`src/rtl/scc_pkg.sv`:
```
// Shared fetch-path definitions: address/instruction widths, reset PC,
// sequential fetch stride and the FIFO entry layout.
package scc_pkg;

    localparam int SCC_ADDR_W  = 32;
    localparam int SCC_INSTR_W = 32;

    localparam logic [SCC_ADDR_W-1:0] SCC_RESET_PC  = 32'h0000_0000;
    localparam logic [SCC_ADDR_W-1:0] SCC_ADDR_STEP = 32'd4;

    typedef struct packed {
        logic [SCC_ADDR_W-1:0]  pc;
        logic [SCC_INSTR_W-1:0] instr;
    } fetch_entry_t;

endpackage

```
`src/rtl/fetch_buffer_if.sv`:
```
// Bundles the instruction-memory port, the IF-stage handshake and the redirect
// request; master is the fetch buffer side, slave is the memory/IF side.
interface fetch_buffer_if;
    import scc_pkg::*;

    logic [SCC_ADDR_W-1:0]  in_mem_addr;
    logic                   in_mem_en;
    logic [SCC_INSTR_W-1:0] in_mem;
    logic                   instr_valid;
    logic                   instr_ready;
    logic [SCC_INSTR_W-1:0] instruction;
    logic [SCC_ADDR_W-1:0]  instr_pc;
    logic                   redirect;
    logic [SCC_ADDR_W-1:0]  redirect_pc;

    modport master (
        output in_mem_addr, in_mem_en, instr_valid, instruction, instr_pc,
        input  in_mem, instr_ready, redirect, redirect_pc
    );

    modport slave (
        input  in_mem_addr, in_mem_en, instr_valid, instruction, instr_pc,
        output in_mem, instr_ready, redirect, redirect_pc
    );

endinterface

```
`src/rtl/fetch_buffer_fifo.sv`:
```
// DEPTH-entry synchronous FIFO of {pc, instr} entries; flush (and reset) take
// priority over push and pop. The head reads as zero whenever the FIFO is empty.
module fetch_fifo
    import scc_pkg::*;
#(
    parameter int DEPTH = 4
) (
    input  logic                     clk,
    input  logic                     reset,
    input  logic                     flush,
    input  logic                     push,
    input  fetch_entry_t             push_data,
    input  logic                     pop,
    output fetch_entry_t             head,
    output logic [$clog2(DEPTH):0]   count
);

    localparam int PTR_W = $clog2(DEPTH);
    localparam int CNT_W = PTR_W + 1;

    fetch_entry_t       mem [DEPTH];
    logic [PTR_W-1:0]   rd_ptr;
    logic [PTR_W-1:0]   wr_ptr;
    logic               pop_en;
    logic               clear;

    assign clear  = reset || flush;
    assign pop_en = pop && (count != '0);

    // Pointers are log2(DEPTH) bits wide, so they wrap without explicit compare.
    always_ff @(posedge clk) begin
        if (clear) begin
            rd_ptr <= '0;
            wr_ptr <= '0;
            count  <= '0;
        end else begin
            if (push) begin
                wr_ptr <= wr_ptr + PTR_W'(1);
            end
            if (pop_en) begin
                rd_ptr <= rd_ptr + PTR_W'(1);
            end
            count <= count + CNT_W'(push) - CNT_W'(pop_en);
        end
    end

    always_ff @(posedge clk) begin
        if (push && !clear) begin
            mem[wr_ptr] <= push_data;
        end
    end

    assign head = (count != '0) ? mem[rd_ptr] : '0;

endmodule

```
`src/rtl/fetch_buffer.sv`:
```
// Instruction prefetch buffer: issues sequential reads to a one-cycle-latency
// instruction memory and queues the returned words for the IF stage.
module fetch_buffer
    import scc_pkg::*;
#(
    parameter int                    DEPTH     = 4,
    parameter logic [SCC_ADDR_W-1:0] RESET_PC  = SCC_RESET_PC,
    parameter logic [SCC_ADDR_W-1:0] ADDR_STEP = SCC_ADDR_STEP
) (
    input  logic           clk,
    input  logic           reset,
    fetch_buffer_if.master bus
);

    localparam int CNT_W = $clog2(DEPTH) + 1;
    localparam int SUM_W = CNT_W + 1;

    logic [SCC_ADDR_W-1:0] fetch_pc;
    logic [SCC_ADDR_W-1:0] ret_pc;
    logic                  inflight;
    logic [CNT_W-1:0]      count;
    logic [SUM_W-1:0]      credit_used;
    logic                  deq;
    logic                  issue;
    fetch_entry_t          head;
    fetch_entry_t          ret_entry;

    assign deq = bus.instr_valid && bus.instr_ready;

    // A slot is reserved for every in-flight read, so a returning word always fits.
    assign credit_used = {1'b0, count} + SUM_W'(inflight) - SUM_W'(deq);
    assign issue       = !reset && !bus.redirect && (credit_used < SUM_W'(DEPTH));

    assign bus.in_mem_en   = issue;
    assign bus.in_mem_addr = fetch_pc;

    always_ff @(posedge clk) begin
        if (reset) begin
            fetch_pc <= RESET_PC;
            ret_pc   <= '0;
            inflight <= 1'b0;
        end else if (bus.redirect) begin
            fetch_pc <= bus.redirect_pc;
            inflight <= 1'b0;
        end else begin
            inflight <= issue;
            if (issue) begin
                fetch_pc <= fetch_pc + ADDR_STEP;
                ret_pc   <= fetch_pc;
            end
        end
    end

    assign ret_entry = {ret_pc, bus.in_mem};

    fetch_fifo #(
        .DEPTH (DEPTH)
    ) u_fifo (
        .clk       (clk),
        .reset     (reset),
        .flush     (bus.redirect),
        .push      (inflight && !bus.redirect),
        .push_data (ret_entry),
        .pop       (deq && !bus.redirect),
        .head      (head),
        .count     (count)
    );

    assign bus.instr_valid = !reset && (count != '0);
    assign bus.instruction = head.instr;
    assign bus.instr_pc    = head.pc;

endmodule

```
`src/flat_wrapper.sv`:
```
// flat-port wrapper written by rule: the top's interface ports become plain ports
module fetch_buffer_flat import scc_pkg::*;
#(
    parameter int                    DEPTH     = 4,
    parameter logic [SCC_ADDR_W-1:0] RESET_PC  = SCC_RESET_PC,
    parameter logic [SCC_ADDR_W-1:0] ADDR_STEP = SCC_ADDR_STEP
)
  (clk, reset, bus_in_mem_addr, bus_in_mem_en, bus_instr_valid, bus_instruction, bus_instr_pc, bus_in_mem, bus_instr_ready, bus_redirect, bus_redirect_pc);
  fetch_buffer_if bus_i ();
  input  logic clk;
  input  logic reset;
  output wire logic [$bits(bus_i.in_mem_addr)-1:0] bus_in_mem_addr;
  output wire logic [$bits(bus_i.in_mem_en)-1:0] bus_in_mem_en;
  output wire logic [$bits(bus_i.instr_valid)-1:0] bus_instr_valid;
  output wire logic [$bits(bus_i.instruction)-1:0] bus_instruction;
  output wire logic [$bits(bus_i.instr_pc)-1:0] bus_instr_pc;
  input wire logic [$bits(bus_i.in_mem)-1:0] bus_in_mem;
  input wire logic [$bits(bus_i.instr_ready)-1:0] bus_instr_ready;
  input wire logic [$bits(bus_i.redirect)-1:0] bus_redirect;
  input wire logic [$bits(bus_i.redirect_pc)-1:0] bus_redirect_pc;
  assign bus_in_mem_addr = bus_i.in_mem_addr;
  assign bus_in_mem_en = bus_i.in_mem_en;
  assign bus_instr_valid = bus_i.instr_valid;
  assign bus_instruction = bus_i.instruction;
  assign bus_instr_pc = bus_i.instr_pc;
  assign bus_i.in_mem = bus_in_mem;
  assign bus_i.instr_ready = bus_instr_ready;
  assign bus_i.redirect = bus_redirect;
  assign bus_i.redirect_pc = bus_redirect_pc;
  fetch_buffer #(.DEPTH(DEPTH), .RESET_PC(RESET_PC), .ADDR_STEP(ADDR_STEP)) u_core (.clk(clk), .reset(reset), .bus(bus_i));
endmodule
```
`config.mk`:
```
export PLATFORM = sky130hd
export DESIGN_NAME = fetch_buffer_flat
export DESIGN_NICKNAME = d
export VERILOG_FILES = /design/src/rtl/scc_pkg.sv /design/src/rtl/fetch_buffer_if.sv /design/src/rtl/fetch_buffer_fifo.sv /design/src/rtl/fetch_buffer.sv /design/src/flat_wrapper.sv
export SDC_FILE = /design/constraint.sdc
export NUM_CORES = 1
export LEC_CHECK = 0
export CAP_MARGIN = 20
export CORE_ASPECT_RATIO = 0.5
export CORE_MARGIN = 3
export CORE_UTILIZATION = 25
export DETAILED_ROUTE_END_ITERATION = 7
export PLACE_DENSITY = 0.44
export SETUP_SLACK_MARGIN = 0.02
export SLEW_MARGIN = 20
export SYNTH_ARGS = -nofsm -noshare
export SYNTH_HDL_FRONTEND = slang
export SYNTH_HIERARCHICAL = 1
export SYNTH_SLANG_ARGS = --single-unit
```
`constraint.sdc`:
```
create_clock -name clk -period 4.6 [get_ports clk]
set_input_delay 0.92 -clock clk [delete_from_list [all_inputs] [get_ports clk]]
set_output_delay 0.92 -clock clk [all_outputs]
set_load 0.005 [all_outputs]
```
==> flow_metrics.env <==
export IMPL_die_area_um2=56800
export IMPL_fin_worst_skew_ps=18.5
export IMPL_area_growth_pct=26.4
export IMPL_portBuffers=165
export IMPL_synthArstFlopShare=0
export IMPL_regArea_um2=9180
export IMPL_hold_slack_ps=497
export IMPL_drc=0
export IMPL_yosysMostFrequentCell="edfxtp_1"
export IMPL_start_kind="input pin"
export IMPL_drive_gt1_frac=0.143
export IMPL_initial_core_util=0.256
export IMPL_critical_path_class="in -> out"
export IMPL_p_per_area_nw_per_um2=367
export IMPL_finalPower_mw=6.24
export IMPL_placed_cell_area_um2=15900
export IMPL_reg2reg_to="u_core/bus.in_mem_addr[8]$_SDFFE_PP0P_"
export IMPL_tightest_slew_ps=898
export IMPL_fin_crit_sh=0.910
export IMPL_leakagePower_nw=5.29
export IMPL_outcome="finished clean"
export IMPL_period_needed_ps=4190
export IMPL_final_nets=1109
export IMPL_wirelength_mm=35.5
export IMPL_cp_max_fo=4
export IMPL_coreArea_um2=52600
export IMPL_rsz0062_at_grt="false"
export IMPL_max_slew_margin=0.401
export IMPL_routedWlPerCell_um=20.2
export IMPL_cts_tree="yes"
export IMPL_ys_flop_type="edfxtp_1"
export IMPL_overflow=0
export IMPL_cts_max_level=2
export IMPL_vias=7899
export IMPL_synth_top_cell_by_area="edfxtp_1"
export IMPL_synth_seq_cells=330
export IMPL_post_cts_resize_count=0
export IMPL_synth_net_count=933
export IMPL_fmax_mhz=239
export IMPL_slew_violations=0
export IMPL_grt_pass1_vias=8320
export IMPL_grt_max_degree=76
export IMPL_ff2ff_setup_slack_ps=1240
export IMPL_clockRootBuffer="clkbuf_16"
export IMPL_drtPass1Iterations=5
export IMPL_synth_area_top_cells="edfxtp_1 (57%), dfxtp_1 (11%), mux4_2 (10%)"
export IMPL_multiInputGateArea_um2=3860
export IMPL_fillers=5187
export IMPL_dieWidth_um=334
export IMPL_worstReg2RegStart="u_core/u_fifo/count[2]$_SDFF_PP0_"
export IMPL_cts_setup_buffers=0
export IMPL_post_place_cells=1693
export IMPL_die_h_um=170
export IMPL_clk_pin_slew_worst_paths_ps=60
export IMPL_hold_violations=0
export IMPL_r2r_cells=12
export IMPL_setup_tns_ps=0
export IMPL_arrival_ps=3270
export IMPL_holdPathEnd="u_core/ret_pc[9]$_SDFFE_PP0P_"
export IMPL_clock_latency_ps=520
export IMPL_stdcell_count=1754
export IMPL_fin_area_um2=17000
export IMPL_finalSetupViolCount=0
export IMPL_synth_enable_flop_cells=256
export IMPL_antenna_found_initial=0
export IMPL_hold_class="reg -> reg"
export IMPL_routabilityCongestion=0.775
export IMPL_cts_buffers=36
export IMPL_ant_nets=0
export IMPL_grt_first_pass_wirelength_mm=52.8
export IMPL_drt_iter0_drc=576
export IMPL_cp_required_ps=3680
export IMPL_avgSynthCellArea_um2=15.8
export IMPL_synth_top_area_frac=0.571
export IMPL_cts_hold_buffers=0
export IMPL_via_per_inst=4.50
export IMPL_rows=59
export IMPL_yosys_cell_types_count=59
export IMPL_synth_common_cells="edfxtp_1 (256), nand2_1 (83), dfxtp_1 (74)"
export IMPL_min_from="u_core/ret_pc[9]$_SDFFE_PP0P_"
export IMPL_cts_num_sinks=330
export IMPL_peakVddDrop_uv=199
export IMPL_dp_hpwl_mm=22.2
export IMPL_crit_path_end_kind="primary output"
export IMPL_syn_area_um2=13500
export IMPL_drv_cap=0
export IMPL_ys_warn_count=6
export IMPL_clock_path_buffers=3
export IMPL_ys_seq_area_frac=0.681
export IMPL_io_pins=166
export IMPL_grt_util_all_layers=0.122
export IMPL_hold_depth=2
export IMPL_synthCells=854
export IMPL_num_antenna_cells=0
==> worst max-delay path by stage <==
stage,depth (start not counted),from,endpoint,slack [ps]
global placement,10,bus_instr_ready,bus_in_mem_en,450
detailed placement,10,bus_instr_ready,bus_in_mem_en,440
global route,11,u_core/u_fifo/count[1]$_SDFF_PP0_,bus_in_mem_en,290
CTS,10,bus_instr_ready,bus_in_mem_en,440
finish,10,bus_instr_ready,bus_in_mem_en,410
floorplan,5,bus_redirect,u_core/u_fifo/mem[0][0]$_DFFE_PP_,750
==> cell type report <==
cell class / count / share of cell area
Clock inverter: 9 / 0.00390
Inverter: 22 / 0.00486
Tap cell: 701 / 0.0516
Timing Repair Buffer: 190 / 0.113
Sequential cell: 330 / 0.540
Multi-Input combinational cell: 450 / 0.227
Clock buffer: 52 / 0.0601
==> through the flow <==
step	worst slack [ps]	utilization
2_1_floorplan	746	-
3_3_place_gp	449	0.303
3_5_place_dp	442	0.303
4_1_cts	437	0.323
5_1_grt	285	0.323
6_report	413	0.323
==> metal layers <==
layer / track usage / wire length [µm] / vias up
met4: 0.0291 / 517 / 0
met2: 0.232 / 19400 / 121
li1: - / - / 3637
met5: 0 / 0 / -
met1: 0.146 / 14500 / 4105
met3: 0.0192 / 1060 / 36
==> registers in the layout, indices dropped and copies added (netlist names), named ones only <==
name and flops:
u_core/u_fifo/mem 256, u_core/inflight 1, u_core/u_fifo/rd_ptr 2, u_core/u_fifo/count 3, u_core/u_fifo/wr_ptr 2, u_core/bus.in_mem_addr 32, u_core/ret_pc 32
==> report_power, final <==
group          internal (mW)  total (mW)  switching, mW
Sequential              3.23        3.29         0.0524
Clock                   1.59        2.70           1.11
Combinational          0.137       0.259          0.122
==> kinds of logic (layout without fill, tap and decap cells) <==
family / count (synthesis) / count (layout) / share of synthesized area
buffers and inverters: 74 / 273 / 0.0346
xor gates and xnor gates: 13 / 13 / 0.00958
adders and majority gates: 11 / 11 / 0.0108
AOI/OAI and AO/OA: 107 / 107 / 0.0543
muxes: 70 / 70 / 0.113
DFF: 330 / 330 / 0.681
and+or+nand+nor: 249 / 249 / 0.0963
==> critical path, cell delays in order <==
cell	delay (ps)
clkdlybuf4s50_1	470
and2_1	130
ha_1	140
inv_1	40
ha_1	270
and3b_4	190
nor4_2	430
o21ai_4	80
inv_1	80
clkdlybuf4s50_1	520
==> cells in the final DEF, fill, tap and decap left out, types with 4 or more instances in the layout <==
cell,instances
o21ai_0,8
edfxtp_1,256
clkdlybuf4s50_1,164
nor2b_1,4
and4_1,7
and3_4,4
clkbuf_16,37
buf_12,7
xnor2_1,11
nand2_1,83
a31oi_1,5
clkinv_1,5
inv_1,22
o31a_1,4
a221oi_1,4
ha_1,10
nor2_1,31
nor3_1,7
and2_1,69
a311oi_1,6
mux4_1,4
clkbuf_1,11
nand3_1,11
and3_1,9
buf_4,18
mux4_2,60
clkbuf_8,4
a211oi_1,12
a21oi_1,43
dfxtp_1,72
nand4_1,8
Power figures use the tool's default switching activity.
